===== config.mk =====
export PLATFORM = sky130hd
export DESIGN_NAME = wb_arbiter
export DESIGN_NICKNAME = d
export VERILOG_FILES = /design/src/rtl/ceres_param.sv /design/src/rtl/wb_pend_fifo.sv /design/src/rtl/wb_arbiter.sv
export SDC_FILE = /design/constraint.sdc
export NUM_CORES = 1
export LEC_CHECK = 0
export CAP_MARGIN = 20
export CELL_PAD_IN_SITES_DETAIL_PLACEMENT = 1
export CELL_PAD_IN_SITES_GLOBAL_PLACEMENT = 1
export CORE_AREA = 2 2 113 115
export CTS_BUF_LIST = sky130_fd_sc_hd__clkbuf_4 sky130_fd_sc_hd__clkbuf_8 sky130_fd_sc_hd__clkbuf_16
export DETAILED_ROUTE_END_ITERATION = 10
export DIE_AREA = 0 0 115 117
export GPL_TIMING_DRIVEN = 0
export PLACE_DENSITY_LB_ADDON = 0.1
export SLEW_MARGIN = 20
export SYNTH_ARGS = -nofsm -noshare
export SYNTH_HDL_FRONTEND = slang
export SYNTH_HIERARCHICAL = 1
export SYNTH_SLANG_ARGS = --single-unit
export TNS_END_PERCENT = 1

===== constraint.sdc =====
create_clock -name clk_i -period 5.3 [get_ports clk_i]
set_input_delay 1.325 -clock clk_i [delete_from_list [all_inputs] [get_ports clk_i]]
set_output_delay 1.325 -clock clk_i [all_outputs]
set_load 0.05 [all_outputs]

===== src/rtl/ceres_param.sv =====
// Shared core parameters: datapath width, regfile geometry and write-back arbiter defaults.
package ceres_param;

  localparam int unsigned XLEN            = 32;
  localparam int unsigned REG_AW          = 5;
  localparam int unsigned NUM_REGS        = 32;
  localparam int unsigned WB_FIFO_DEPTH   = 2;
  localparam int unsigned WB_STARVE_LIMIT = 4;

  typedef enum logic [1:0] {
    WB_IDLE,
    WB_PEND,
    WB_HOLD
  } wb_arb_state_e;

  typedef struct packed {
    logic [REG_AW-1:0] rd;
    logic [XLEN-1:0]   data;
  } wb_entry_t;

endpackage


===== src/rtl/wb_pend_fifo.sv =====
// Pending long-latency result FIFO with destination-register mask for hazard detection.
module wb_pend_fifo
  import ceres_param::*;
#(
  parameter int unsigned DEPTH = WB_FIFO_DEPTH
) (
  input  logic                clk_i,
  input  logic                rst_ni,
  input  logic                push_i,
  input  wb_entry_t           push_entry_i,
  input  logic                pop_i,
  output wb_entry_t           head_o,
  output logic                full_o,
  output logic                empty_o,
  output logic                one_o,
  output logic [NUM_REGS-1:0] mask_o
);

  localparam int unsigned PW = (DEPTH > 1) ? $clog2(DEPTH) : 1;
  localparam int unsigned CW = $clog2(DEPTH + 1);

  logic [PW-1:0]    wptr_q;
  logic [PW-1:0]    rptr_q;
  logic [CW-1:0]    count_q;
  logic [DEPTH-1:0] valid_q;
  wb_entry_t        mem_q [DEPTH];
  logic             do_push;
  logic             do_pop;

  assign full_o  = (count_q == CW'(DEPTH));
  assign empty_o = (count_q == '0);
  assign one_o   = (count_q == CW'(1));
  assign do_push = push_i & ~full_o;
  assign do_pop  = pop_i & ~empty_o;
  assign head_o  = mem_q[rptr_q];

  // Pointers wrap naturally because DEPTH is a power of two.
  always_ff @(posedge clk_i or negedge rst_ni) begin
    if (!rst_ni) begin
      wptr_q  <= '0;
      rptr_q  <= '0;
      count_q <= '0;
      valid_q <= '0;
    end else begin
      if (do_push) wptr_q <= wptr_q + PW'(1);
      if (do_pop)  rptr_q <= rptr_q + PW'(1);
      if (do_push && !do_pop)      count_q <= count_q + CW'(1);
      else if (!do_push && do_pop) count_q <= count_q - CW'(1);
      if (do_pop)  valid_q[rptr_q] <= 1'b0;
      if (do_push) valid_q[wptr_q] <= 1'b1;
    end
  end

  always_ff @(posedge clk_i) begin
    if (do_push) mem_q[wptr_q] <= push_entry_i;
  end

  // x0 never creates a hazard, so it is left out of the mask.
  always_comb begin
    mask_o = '0;
    for (int unsigned i = 0; i < DEPTH; i++) begin
      if (valid_q[i] && (mem_q[i].rd != '0)) mask_o[mem_q[i].rd] = 1'b1;
    end
  end

endmodule


===== src/rtl/wb_arbiter.sv =====
// Regfile write-port arbiter between the pipeline WB stage and long-latency unit results.
module wb_arbiter
  import ceres_param::*;
#(
  parameter int unsigned FIFO_DEPTH   = WB_FIFO_DEPTH,
  parameter int unsigned STARVE_LIMIT = WB_STARVE_LIMIT
) (
  input  logic              clk_i,
  input  logic              rst_ni,
  input  logic              pipe_we_i,
  input  logic [4:0]        pipe_rd_i,
  input  logic [XLEN-1:0]   pipe_data_i,
  input  logic              lu_valid_i,
  input  logic [4:0]        lu_rd_i,
  input  logic [XLEN-1:0]   lu_data_i,
  output logic              lu_ready_o,
  output logic              pipe_hold_o,
  output logic              rf_we_o,
  output logic [4:0]        rf_rd_o,
  output logic [XLEN-1:0]   rf_data_o,
  output logic [31:0]       pend_mask_o
);

  localparam int unsigned SW         = $clog2(STARVE_LIMIT + 1);
  localparam int unsigned STARVE_THR = (STARVE_LIMIT >= 2) ? STARVE_LIMIT - 2 : 0;

  wb_arb_state_e state_q, state_d;
  logic [SW-1:0] starve_q, starve_d;
  wb_entry_t     head;
  logic          full;
  logic          empty;
  logic          one;
  logic          push;
  logic          pop;
  logic          sel_we;

  assign lu_ready_o  = ~full;
  assign push        = lu_valid_i & ~full;
  assign pipe_hold_o = (state_q == WB_HOLD);

  wb_pend_fifo #(
    .DEPTH (FIFO_DEPTH)
  ) u_fifo (
    .clk_i        (clk_i),
    .rst_ni       (rst_ni),
    .push_i       (push),
    .push_entry_i ('{rd: lu_rd_i, data: lu_data_i}),
    .pop_i        (pop),
    .head_o       (head),
    .full_o       (full),
    .empty_o      (empty),
    .one_o        (one),
    .mask_o       (pend_mask_o)
  );

  always_ff @(posedge clk_i or negedge rst_ni) begin
    if (!rst_ni) begin
      state_q  <= WB_IDLE;
      starve_q <= '0;
    end else begin
      state_q  <= state_d;
      starve_q <= starve_d;
    end
  end

  // Write-port select and FSM; the state only sets priority, the mux itself is combinational.
  always_comb begin
    state_d   = state_q;
    starve_d  = starve_q;
    pop       = 1'b0;
    sel_we    = 1'b0;
    rf_rd_o   = pipe_rd_i;
    rf_data_o = pipe_data_i;

    if (pipe_hold_o) begin
      pop       = ~empty;
      sel_we    = ~empty;
      rf_rd_o   = head.rd;
      rf_data_o = head.data;
    end else if (pipe_we_i) begin
      sel_we = 1'b1;
    end else if (!empty) begin
      pop       = 1'b1;
      sel_we    = 1'b1;
      rf_rd_o   = head.rd;
      rf_data_o = head.data;
    end

    case (state_q)
      WB_IDLE: begin
        starve_d = '0;
        if (push) state_d = WB_PEND;
      end
      WB_PEND: begin
        if (pop) begin
          starve_d = '0;
          if (one && !push) state_d = WB_IDLE;
        end else begin
          starve_d = starve_q + SW'(1);
          if (starve_q >= SW'(STARVE_THR)) state_d = WB_HOLD;
        end
      end
      WB_HOLD: begin
        starve_d = '0;
        state_d  = (one && !push) ? WB_IDLE : WB_PEND;
      end
      default: begin
        state_d  = WB_IDLE;
        starve_d = '0;
      end
    endcase
  end

  // Writes to x0 are suppressed, and nothing reaches the regfile while reset is asserted.
  assign rf_we_o = sel_we & (rf_rd_o != 5'd0) & rst_ni;

endmodule


# After elaboration in Yosys (flattened, before gate mapping)
# Memories as Yosys holds them, arrays and structs flattened.
# Cells that the tools add are included.
# totals
register_bits	11
latch_bits	0
ram_bits	74
rom_bits	0
inputBits	78
output_inout_bits	72
elab_cells	93
n_memories	1
# classes
add_sub_neg	5
multipliers	0
div	0
order_cmp	9
eq_ne	7
n_shift	0
muxes	35
bitwise	11
reduce_logical	19
# mem_list
name	words	width	read_ports	rd_clocked_by_memory_dff	write_ports	line	text
u_fifo.mem_q	2	37	3	0	1	wb_pend_fifo.sv:26	wb_entry_t mem_q [DEPTH];
# ops
op	n
32-bit two-way mux	5
32-bit bitwise OR	1
2-bit two-way mux	8
5-bit two-way mux	3
5-bit nonzero test	3
5-bit by 6-bit less-than comparator with 1-bit output (second input constant)	2
1-bit two-way mux	12
1-bit demux with 5-bit select	2
5-bit by 1-bit >= comparator with 1-bit output (second input constant)	2
1-bit logical AND	9
3-bit two-way mux	2
2-bit case mux with 3 select lines	1
1-bit AND	5
2-bit by 1-bit == test with 1-bit output (second input constant)	2
2-bit == test (second input constant)	2
2-bit logical NOT	2
1-bit by 2-bit less-than comparator with 1-bit output (second input constant)	2
3-bit by 1-bit adder with 3-bit output (second input constant)	1
3-bit by 2-bit >= comparator with 1-bit output (second input constant)	1
1-bit logical NOT	3
3-bit by 2-bit != test with 1-bit output (second input constant)	1
3-bit != test (second input constant)	1
3-bit AND reduction	1
1-bit adder (second input constant)	2
other kinds (10)	13

# Depth between registers and ports, before layout
# depth
word_depth	9
mapped_depth	7
mapped_depth_nobuf	7

# Hierarchy
# Netlist, hierarchy kept.
# by_module_without_submodules
module	n_inst	cells_each	area_each_um2	seq_area_each_um2
wb_pend_fifo	1	200	3387.0	2372.3
wb_arbiter	1	73	910.9	125.1

# Least setup slack after synthesis
# Ideal clock, no wire load.
# synth_path
path_type	input port to flip-flop
startpoint	in lu_valid_i
endpoint	mem u_fifo/mem_q[0][0] in the netlist's numbering, enable pin
setup_time_ps	488
t_arrival_ps	4319
t_required_ps	4812
setup_slack_ps	494
stages	2
path_buffers	0
path_cell_list	nor2b_1 nor3b_1
# synth_via
elab_chain_len	4
# synth_lines
element	line	text
start, declared	wb_arbiter.sv:13	input logic lu_valid_i,
1-bit AND	wb_arbiter.sv:38	assign push = lu_valid_i & ~full;
1-bit AND	wb_pend_fifo.sv:33	assign do_push = push_i & ~full_o;
1-bit two-way mux	wb_pend_fifo.sv:55	if (do_push) mem_q[wptr_q] <= push_entry_i;
1-bit two-way mux (not written as such)	wb_pend_fifo.sv:55	
end, declared	wb_pend_fifo.sv:26	
# No other way between the ends.

# Final worst setup path
# layout_path
startpoint	in rst_ni
endpoint	out rf_we_o
# layout_via
elab_chain_len	1
# layout_lines
element	line	text
start, declared	wb_arbiter.sv:9	input logic rst_ni,
1-bit AND	wb_arbiter.sv:115	assign rf_we_o = sel_we & (rf_rd_o != 5'd0) & rst_ni;
end, declared	wb_arbiter.sv:18	output logic rf_we_o,
# No other way between the ends.

==> results.json <==
{
  "cts_tree": "done",
  "postSynth.asyncResetShare_pct": 12.9,
  "first_global_vias": 3152,
  "synth_compound_area_share_pct": 6.64,
  "powerDensity_mw_per_mm2": 548,
  "cts_repair_resize_count": 0,
  "hold_path_depth": 1,
  "num_io_pins": 150,
  "clk_transition_reported_paths_ns": 0.06,
  "ys_warn_count": 6,
  "synthCells": 273,
  "drt_iter0_drc": 135,
  "finalNetCount": 521,
  "synth-edff-count": 74,
  "via_per_inst": 5.02,
  "synth_fp_nets": 356,
  "core.rowCount": 41,
  "grt_max_degree": 22,
  "mostFrequentLayoutCells": "sky130_fd_sc_hd__clkdlybuf4s50_1 (148), sky130_fd_sc_hd__edfxtp_1 (74), sky130_fd_sc_hd__mux2_2 (44), sky130_fd_sc_hd__mux2_4 (30), sky130_fd_sc_hd__o22ai_1 (28)",
  "worstPathArrival_ns": 3.54,
  "die_width_um": 115,
  "global_route.usage.total_pct": 16.3,
  "yosys.area_share.adder_pct": 1.46,
  "dp_hpwl_um": 8170,
  "max_freq_ghz": 0.206,
  "total_leakage_power_nw": 2.29,
  "global_route_wire_length_before_repair_um": 16500,
  "biggest_fanout_along_the_worst_timing_path": 13,
  "max-clock-path-buffers": 2,
  "ant_nets": 0,
  "cell_area_reported_after_detailed_placement_mm2": 0.00604,
  "most_common_cell_after_layout_fill_and_taps_aside": "sky130_fd_sc_hd__clkdlybuf4s50_1",
  "dpl_worst_slack_ns": 0.408,
  "ffs_latches_synth": 85,
  "max-cap-violations": 0,
  "insertion_delay_ns": 0.34,
  "synth-xor-area-share_pct": 1.02,
  "cts.repair_timing.setup_buffer_count": 0,
  "buffer_ports.inserted": 148,
  "proportion_of_synthesized_area_in_mux_cells_pct": 22.0,
  "numClockSinks": 85,
  "postSynth.topFlopCell": "sky130_fd_sc_hd__edfxtp_1",
  "finalInstanceArea_mm2": 0.00633,
  "crit_path_end": "rf_we_o",
  "timing.slew.headroom_pct": 58.5,
  "fin_skew_ns": 0.00582,
  "clock_period_minus_worst_slack_ns": 4.86,
  "ctsHoldBuffers": 0,
  "finalWorstSetupSlack_ns": 0.439,
  "detail_route.wirelength_um": 10600,
  "ff2ff_setup_slack_ns": 2.90,
  "synth.cell_area_mm2": 0.00430,
  "detail_route.drc_violations": 0,
  "path_depth_of_the_worst_reg2reg_path": 6,
  "tns_ns": 0,
  "criticalPathCategory": "input pin to output pin",
  "postSynthAreaPerCell_um2": 15.7,
  "route.detailed.wl_per_inst_um": 18.0,
  "hold_class": "register to register",
  "dieArea_mm2": 0.0135,
  "initial_utilization_pct": 34.9,
  "area_growth_syn_to_layout_pct": 47.3,
  "coreArea_mm2": 0.0123,
  "number_of_buffers_created_by_cts": 9,
  "finalHoldViolations": 0,
  "rsz0062_at_grt": "no",
  "simple_gate_share_of_the_synthesized_area_pct": 7.83,
  "grt_antenna_before_repair": 0,
  "critical_path.startpoint": "rst_ni",
  "netlist-cell-type-count": 36,
  "remaining_overflow_grt": 0,
  "die_y_um": 117,
  "r2r-start": "u_fifo/count_q[0]",
  "finalWeightedCongestion": 0.761,
  "crit_path_start_kind": "input pin",
  "yosysSeqAreaShare_pct": 58.1,
  "finalSetupViolations": 0,
  "combinational_family_with_the_most_area_after_synthesis": "multiplexers",
  "firstDrtPassIters": 4,
  "maxSlewViolCount": 0,
  "cts-root-buf": "sky130_fd_sc_hd__clkbuf_16",
  "status": "finished clean",
  "antenna_cells_inserted": 0,
  "worst_r2r_endpoint": "u_fifo/mem_q[1][12]",
  "fin_crit_sh_pct": 91.7,
  "worst_ir_drop_vdd_uv": 261,
  "utilization_pct": 51.4,
  "htree_num_levels": 3,
  "detailroute.via_count": 2977,
  "crit_required_ns": 3.97,
  "worst-slew-pin-transition_ns": 0.620,
  "drive_gt1_share_pct": 25.7,
  "filler_cell_count": 1233,
  "cp-end-kind": "output pin"
}
-- cell type report --
| class | count | area (um^2) | share of cell area [%] |
|---|---|---|---|
| Timing Repair Buffer | 154 | 1550 | 24.4 |
| Multi-Input combinational cell | 172 | 1680 | 26.6 |
| Buffer | 10 | 97.6 | 1.54 |
| Clock inverter | 7 | 66.3 | 1.05 |
| Inverter | 6 | 25.0 | 0.395 |
| Tap cell | 150 | 188 | 2.97 |
| Clock buffer | 9 | 225 | 3.56 |
| Sequential cell | 85 | 2500 | 39.5 |
-- worst max-delay path, cell delays in order --
cell	delay [ns]
sky130_fd_sc_hd__clkdlybuf4s50_1	0.87
sky130_fd_sc_hd__inv_1	0.09
sky130_fd_sc_hd__a211o_1	0.28
sky130_fd_sc_hd__o22ai_1	0.14
sky130_fd_sc_hd__clkdlybuf4s50_1	0.83
-- per-layer routing --
layer | GRT usage [%] | vias to the layer above | wire length, um
li1 | - | 1407 | -
met1 | 18.3 | 1453 | 4230
met2 | 28.9 | 105 | 5450
met3 | 5.41 | 12 | 822
met4 | 6.02 | 0 | 147
met5 | 0 | - | 0
-- where the power goes --
group / leakage (nW) / total (mW) / switching (mW) / internal (mW)
registers: 0.817 / 1.01 / 0.0850 / 0.928
logic: 1.34 / 1.84 / 1.05 / 0.789
clock network: 0.136 / 0.617 / 0.255 / 0.361
total: 2.29 / 3.47 / 1.39 / 2.08
-- sequential cells by signal, indices dropped and copies added (netlist names) --
register and flops:
u_fifo/wptr_q 1, u_fifo/rptr_q 1, u_fifo/mem_q 74, u_fifo/valid_q 2
starve_q 3, state_q 2, u_fifo/count_q 2
-- cell usage after synthesis (2+ instances only) --
| cell | instances | area (um^2) |
|---|---|---|
| sky130_fd_sc_hd__nand3b_1 | 11 | 82.6 |
| sky130_fd_sc_hd__buf_12 | 3 | 60.1 |
| sky130_fd_sc_hd__xnor2_1 | 3 | 26.3 |
| sky130_fd_sc_hd__dfrtp_1 | 11 | 275 |
| sky130_fd_sc_hd__mux2_4 | 30 | 450 |
| sky130_fd_sc_hd__ha_1 | 5 | 62.6 |
| sky130_fd_sc_hd__buf_2 | 6 | 30.0 |
| sky130_fd_sc_hd__inv_1 | 5 | 18.8 |
| sky130_fd_sc_hd__or3b_1 | 10 | 87.6 |
| sky130_fd_sc_hd__xor2_1 | 2 | 17.5 |
| sky130_fd_sc_hd__edfxtp_1 | 74 | 2220 |
| sky130_fd_sc_hd__o22ai_2 | 4 | 50.1 |
| sky130_fd_sc_hd__mux2_2 | 44 | 495 |
| sky130_fd_sc_hd__or3_1 | 2 | 12.5 |
| sky130_fd_sc_hd__nor2_1 | 7 | 26.3 |
| sky130_fd_sc_hd__a2bb2oi_1 | 2 | 17.5 |
| sky130_fd_sc_hd__or4_1 | 2 | 15.0 |
| sky130_fd_sc_hd__o22ai_1 | 28 | 175 |
| sky130_fd_sc_hd__nand3_1 | 5 | 25.0 |
| sky130_fd_sc_hd__nor2b_1 | 3 | 18.8 |
-- per-stage QoR --
stage / std cells / power (mW) / hold WS [ns]
after floorplan: 273 / 2.32 / 0.410
after global placement: 571 / 2.83 / 0.420
after detailed placement: 577 / 2.88 / 0.445
after CTS: 593 / 3.52 / 0.453
after global routing: 593 / 3.65 / 0.470
final: 593 / 3.47 / 0.448
-- cells by family after synthesis --
group,after synthesis
compound gates,40
fa+ha+maj,5
other cells,1
mux,74
flops,85
buf+inv,16
simple gates,47
xor+xnor,5
-- worst min-delay path by stage --
stage                      startpoint     endpoint  slack (ns)
after floorplan           starve_q[0]  starve_q[0]        0.41
after detailed placement  starve_q[0]  starve_q[0]        0.44
after CTS                 starve_q[0]  starve_q[0]        0.45
after global placement    starve_q[0]  starve_q[0]        0.42
final                     starve_q[0]  starve_q[0]        0.45
after global routing      starve_q[0]  starve_q[0]        0.47
(Power assumes the default switching activity.)
